File: src/rtl/fir_mac_sequencer.sv
// Serial FIR: one signed MAC time-shared across N_TAPS taps per sample.
// Define FIR_MAC_SAT_EN to saturate y_out instead of wrapping it.
module fir_mac_sequencer #(
  parameter int N_TAPS  = 4,
  parameter int BW_in   = 2,
  parameter int BW_coef = 2,
  parameter int BW_acc  = 6,
  parameter int BW_out  = 3
) (
  input  logic                      clk,
  input  logic                      reset,
  input  logic signed [BW_in-1:0]   x_in,
  input  logic                      x_valid,
  output logic                      x_ready,
  input  logic                      coef_wr,
  input  logic [$clog2(N_TAPS)-1:0] coef_addr,
  input  logic signed [BW_coef-1:0] coef_data,
  output logic signed [BW_out-1:0]  y_out,
  output logic                      y_valid,
  output logic                      busy
);

  localparam int AW = $clog2(N_TAPS);
  localparam int PW = BW_in + BW_coef;

  typedef enum logic {
    IDLE,
    MAC
  } state_t;

  state_t state, state_nx;

  logic signed [BW_in-1:0]   d    [N_TAPS];
  logic signed [BW_coef-1:0] coef [N_TAPS];
  logic signed [BW_acc-1:0]  acc;
  logic signed [BW_acc-1:0]  acc_sum;
  logic signed [BW_acc-1:0]  prod_ext;
  logic signed [PW-1:0]      prod;
  logic signed [BW_out-1:0]  y_fmt;
  logic [AW-1:0]             idx;
  logic                      accept;
  logic                      last;
  logic                      coef_we;

  assign x_ready  = (state == IDLE);
  assign busy     = (state == MAC);
  assign accept   = x_ready && x_valid;
  assign last     = (idx == AW'(N_TAPS - 1));
  assign coef_we  = coef_wr && x_ready
                  && (int'(coef_addr) < N_TAPS);
  assign prod     = coef[idx] * d[idx];
  assign prod_ext = BW_acc'(prod);
  assign acc_sum  = acc + prod_ext;

`ifdef FIR_MAC_SAT_EN
  localparam logic signed [BW_acc-1:0] Y_MAX =
    BW_acc'((1 << (BW_out - 1)) - 1);
  localparam logic signed [BW_acc-1:0] Y_MIN = ~Y_MAX;

  always_comb begin
    y_fmt = acc_sum[BW_out-1:0];
    if (acc_sum > Y_MAX)
      y_fmt = Y_MAX[BW_out-1:0];
    else if (acc_sum < Y_MIN)
      y_fmt = Y_MIN[BW_out-1:0];
  end
`else
  assign y_fmt = acc_sum[BW_out-1:0];
`endif

  always_ff @(posedge clk or posedge reset) begin
    if (reset)
      state <= IDLE;
    else
      state <= state_nx;
  end

  always_comb begin
    state_nx = state;
    unique case (state)
      IDLE: if (accept) state_nx = MAC;
      MAC:  if (last)   state_nx = IDLE;
      default:          state_nx = IDLE;
    endcase
  end

  always_ff @(posedge clk or posedge reset) begin
    if (reset) begin
      for (int k = 0; k < N_TAPS; k++) begin
        d[k]    <= '0;
        coef[k] <= '0;
      end
      acc     <= '0;
      idx     <= '0;
      y_out   <= '0;
      y_valid <= 1'b0;
    end else begin
      y_valid <= 1'b0;
      for (int k = 0; k < N_TAPS; k++)
        if (coef_we && coef_addr == AW'(k))
          coef[k] <= coef_data;
      unique case (state)
        IDLE: begin
          if (accept) begin
            d[0] <= x_in;
            for (int k = 1; k < N_TAPS; k++)
              d[k] <= d[k-1];
            acc <= '0;
            idx <= '0;
          end
        end
        MAC: begin
          acc <= acc_sum;
          idx <= idx + 1'b1;
          if (last) begin
            idx     <= '0;
            y_out   <= y_fmt;
            y_valid <= 1'b1;
          end
        end
        default: ;
      endcase
    end
  end

endmodule

File: config.mk
export PLATFORM = sky130hd
export DESIGN_NAME = fir_mac_sequencer
export DESIGN_NICKNAME = d
export VERILOG_FILES = /design/src/rtl/fir_mac_sequencer.sv
export SDC_FILE = /design/constraint.sdc
export NUM_CORES = 1
export LEC_CHECK = 0
export BUFFER_PORTS_ARGS = -buffer_cell sky130_fd_sc_hd__buf_2
export CORE_MARGIN = 3
export CORE_UTILIZATION = 47
export DETAILED_ROUTE_END_ITERATION = 7
export PLACE_DENSITY = 0.75
export SLEW_MARGIN = 20
export SYNTH_ARGS = -nofsm -noshare
export SYNTH_HDL_FRONTEND = slang
export SYNTH_SLANG_ARGS = --single-unit
File: constraint.sdc
create_clock -name clk -period 5.6 [get_ports clk]
set_clock_uncertainty 0.1 [all_clocks]
set_input_delay 0 -clock clk [delete_from_list [all_inputs] [get_ports clk]]
set_output_delay 0 -clock clk [all_outputs]
set_load 0.005 [all_outputs]
After elaboration in Yosys (flattened, before gate mapping)
Cells that the tools add are included.

word-level totals
  word-level logic and storage cells = 49
  output and inout bits = 6
  register bits after elaboration = 29
  input bits = 10

operators by class
  multipliers = 1
  eq/ne operators = 5
  reductions and logical operators = 9
  bitwise logic cells = 2
  $add $sub $neg = 2
  mux-type cells = 16
  magnitude comparators = 1

operators by type and width
  cell                   number
  $mux W2                6
  $pmux W6 S2            1
  $bmux W2 S2            2
  $add A6 B4 Y6          1
  $eq A2 B2 Y1 const B   3
  $logic_and A1 B1 Y1    6
  $mux W6                1
  $mul A2 B2 Y4          1
  $mux W1                4
  $pmux W2 S2            1
  $reduce_and A2 Y1      2
  $ge A3 B3 Y1 const B   1
  $not A2 Y3             1
  $add A2 B1 Y2 const B  1
  $eq A2 B1 Y1 const B   1
  $logic_not A2 Y1       1
  $ne A2 B1 Y1 const B   1
  $pmux W1 S2            1
  $not A1 Y1             1

Depth between registers and ports, before layout
  depth in word-level cells = 7
  mapped depth = 10

Least setup slack after synthesis
Ideal clock, no wire load.

  path type = reg-to-reg
  start = register idx[0]
  end = register y_out[2]
  setup time = 0.124 ns
  cell stages (with the launch flop) = 11
  arrival = 2.640 ns
  required time = 5.376 ns
  setup slack = 2.735 ns
  path buffers = 1
  cell sequence = dfrtp_1 > buf_6 > mux4_1 > nand2b_1 > fa_1 > inv_1 > fa_1 > xnor2_1 > xnor2_1 > xnor2_1 > o21ai_1

on the way
  longest elaborated chain between the ends = 6
  elaborated cells on any way between the ends = 11
  those cells by class = add/sub: 1; mul: 1; eq/ne: 1; mux: 6; bitwise: 1; reduce/logical: 1

ends and longest elaborated chain
  item                                         line  text
  from (decl)                                  40    logic [AW-1:0] idx;
  from (signal assigned)                       114   idx <= idx + 1'b1;
  $not A2 Y3 (not written as such)             51    assign prod = coef[idx] * d[idx];
  $bmux W2 S2                                  51
  $mux W2 (not written as such) (2 in series)  51
  $mul A2 B2 Y4                                51
  $add A6 B4 Y6                                53    assign acc_sum = acc + prod_ext;
  to (signal assigned)                         117   y_out <= y_fmt;
  to (decl)                                    18    output logic signed [BW_out-1:0] y_out,

Parallel ways exist; a longest one is shown, timed or not. The select of a mux whose other input is x is not followed.
A chain may end at the register's enable or synchronous reset.

Worst setup path in the final report
Ends and elaborated chain as after synthesis.

==> reports/qor.yml <==
run_status:
  status: "finished clean"
pwr:
  p_leak_uw: 0.000662
  pwr_density_cell_nw_per_um2: 610
  vdd_drop_max_mv: 0.381
detailed_routing:
  vias: 751
  ant_nets: 0
  drcViolationCount: 0
  viasPerCell: 5.25
  drtIter0Drc: 4
  drt_pass1_iterations: 4
  wl_um: 2080
  detail_route.wl_per_cell_um: 14.5
sta:
  hold_slack_ps: 19.6
  slew_violations: 0
  setup_viol_count_final: 0
  finalWorstSetupSlack_ps: 2560
  relSlewSlack_pct: 36.2
  finalHoldViolations: 0
  period_minus_slack_ps: 3040
  fmax_ghz: 0.329
  timing.final.crit_share_pct: 54.2
  fin_setup_tns_ps: 0
  worst-slew-pin-transition_ps: 956
  rsz0062_at_grt: "false"
place:
  place_ws_ps: 2550
  post_dp_cell_area_um2: 1320
  dpl.hpwl_um: 1500
  port_buffers: 15
  gp_congestion: 0.773
die:
  rows: 17
  ios: 16
  fp.dieH_um: 57.2
  chipWidth_um: 57.2
  initial_utilization_pct: 52.6
  core_region_area_um2: 2340
  die_area_um2: 3270
yosys:
  async_flop_share_pct: 100
  syn-cell-area_um2: 1230
  synth_top_area_share_pct: 52.9
  avgSynthCellArea_um2: 13.7
  ys_seq_area_share_pct: 52.9
  ys_ff_latch: 26
  netlist_top_cells_area: "dfrtp_1 53%, mux2_2 16%, mux4_1 4.3%, mux4_2 3.7%, fa_1 3.3%"
  ys.flop_type: "dfrtp_1"
  synth.distinct_cells: 22
  netlist_instances: 90
  yosysWarningCount: 0
  synth_most_common_cell: "dfrtp_1"
  yosys-top-cells-count: "26 x dfrtp_1, 18 x mux2_2, 10 x nand2_1"
  synth_area_leader_cell: "dfrtp_1"
  synth_enable_flop_cells: 0
  synth_nets: 104
setup_path:
  critPathSlowestCell: "mux4_1"
  critPathLaunchType: "flip-flop"
  r2r_setup_slack_ps: 2560
  worst-path-buf-inv: 1
  crit_top_cell: "xnor2_1"
  required_ps: 5720
  cpPeakStageDelay_ps: 600
  worst-path-max-fanout: 7
  crit_family: "adder cells"
  cp_cell_sequence: "mux4_1 -> nand2b_1 -> fa_1 -> inv_1 -> fa_1 -> xnor2_1 -> xnor2_1 -> xnor2_1 -> o21ai_1"
  cp-end-kind: "flip-flop"
  worstPathArrival_ps: 3160
  worst-setup-path-type: "flip-flop to flip-flop"
final_layout:
  drive_above_1_share_pct: 33.9
  fin_area_um2: 1450
  fin_nets: 130
  finish.utilization_pct: 61.9
  area_growth_pct: 17.7
  antenna_cells: 0
  fill_cells: 197
clocking:
  cts.path.max_buffers: 2
  cts_tree: "built"
  cts_buffers: 3
  cts.sinks: 26
  clk_pin_slew_ps: 140
  htreeDepth: 1
  cts_resized: 0
  clk-insertion-delay-late_ps: 320
  cts-root-buf: "clkbuf_4"
global_route:
  grt_pass1_wl_um: 3620
  grt_max_degree: 27
  grt_pass1_vias: 801
  antenna_found_initial: 0
  grtUsageTotal_pct: 14.1
  overflow: 0
hold_path:
  min_path_type: "primary input to flip-flop"
run:
  drv_cap: 0
report_power, final:
group	internal, uW	switching (uW)	total, uW
sequential	283	70.0	353
clock	39.8	56.2	96.0
combinational	246	189	434
worst paths after layout:
path,from,endpoint,depth (start not counted)
setup / recovery,idx[0],y_out[2],9
hold / removal,coef_wr,coef[1],3
setup reg to reg,idx[0],y_out[2],9
hold reg to reg,d[1],d[1],1
max in group asynchronous,reset,acc[1],3
min in group asynchronous,reset,d[4],3
cell type report:
type | instances | area (um^2) | area share [%]
inverter | 5 | 18.8 | 1.30
clock buffer | 4 | 36.3 | 2.51
multi-input combinational | 56 | 542 | 37.4
sequential | 26 | 651 | 44.9
tap | 28 | 35.0 | 2.42
timing repair buffer | 24 | 165 | 11.4
what timing repair did:
| action | CTS | global route |
|---|---|---|
| buffers inserted | 0 | 0 |
| setup endpoints to repair | 0 | 0 |
| hold endpoints to repair | 41 | 0 |
| hold buffers | 9 | 0 |
cell usage in the layout (no fill, tap or decap), drive strengths merged:
cell / synthesis / final
ha: 2 / 2
xnor2: 3 / 3
nand4: 1 / 1
nand2b: 3 / 3
fa: 2 / 2
nor2: 1 / 1
o31ai: 1 / 1
and2: 1 / 1
mux4: 4 / 4
mux2i: 1 / 1
dlygate4sd3: 0 / 9
mux2: 18 / 18
nor2b: 1 / 1
nor4b: 1 / 1
inv: 5 / 5
dfrtp: 26 / 26
nand2: 10 / 10
nor4bb: 2 / 2
clkbuf: 2 / 4
o21ai: 5 / 5
buf: 1 / 15
worst reg2reg max path: stages (launching register included):
cell and delay (ps):
dfrtp_1 530, mux4_1 600, nand2b_1 180, fa_1 480, inv_1 50, fa_1 430, xnor2_1 170, xnor2_1 150
xnor2_1 160, o21ai_1 90
cell families after synthesis:
logic type	after synthesis	synth area share (%)
adder cells (fa/ha/maj)	4	5.29
AO/OA/AOI/OAI	6	2.64
flip-flops	26	52.9
XOR/XNOR	3	2.14
buffers and inverters	8	3.05
multiplexers	23	25.2
AND/OR/NAND/NOR	20	8.75
per-stage QoR:
stage | total power [uW] | cells
after floorplan | 696 | 90
after CTS | 892 | 143
after detailed placement | 788 | 130
after global routing | 969 | 143
after global placement | 764 | 130
final | 883 | 143
routing by layer:
metal / GRT usage, % / vias to the layer above / part of all wire [%]
met2: 23.5 / 14 / 49
li1: - / 368 / -
met4: 3.97 / 0 / 1.2
met5: 0 / - / 0
met1: 18.6 / 367 / 46
met3: 2.94 / 2 / 3.3
flip-flops by register name, indices dropped and copies added, names as in the netlist:
register / count
acc: 3
busy: 1
coef: 8
d: 8
idx: 2
y_out: 3
y_valid: 1
No activity file was read; power rests on OpenSTA's default activity.
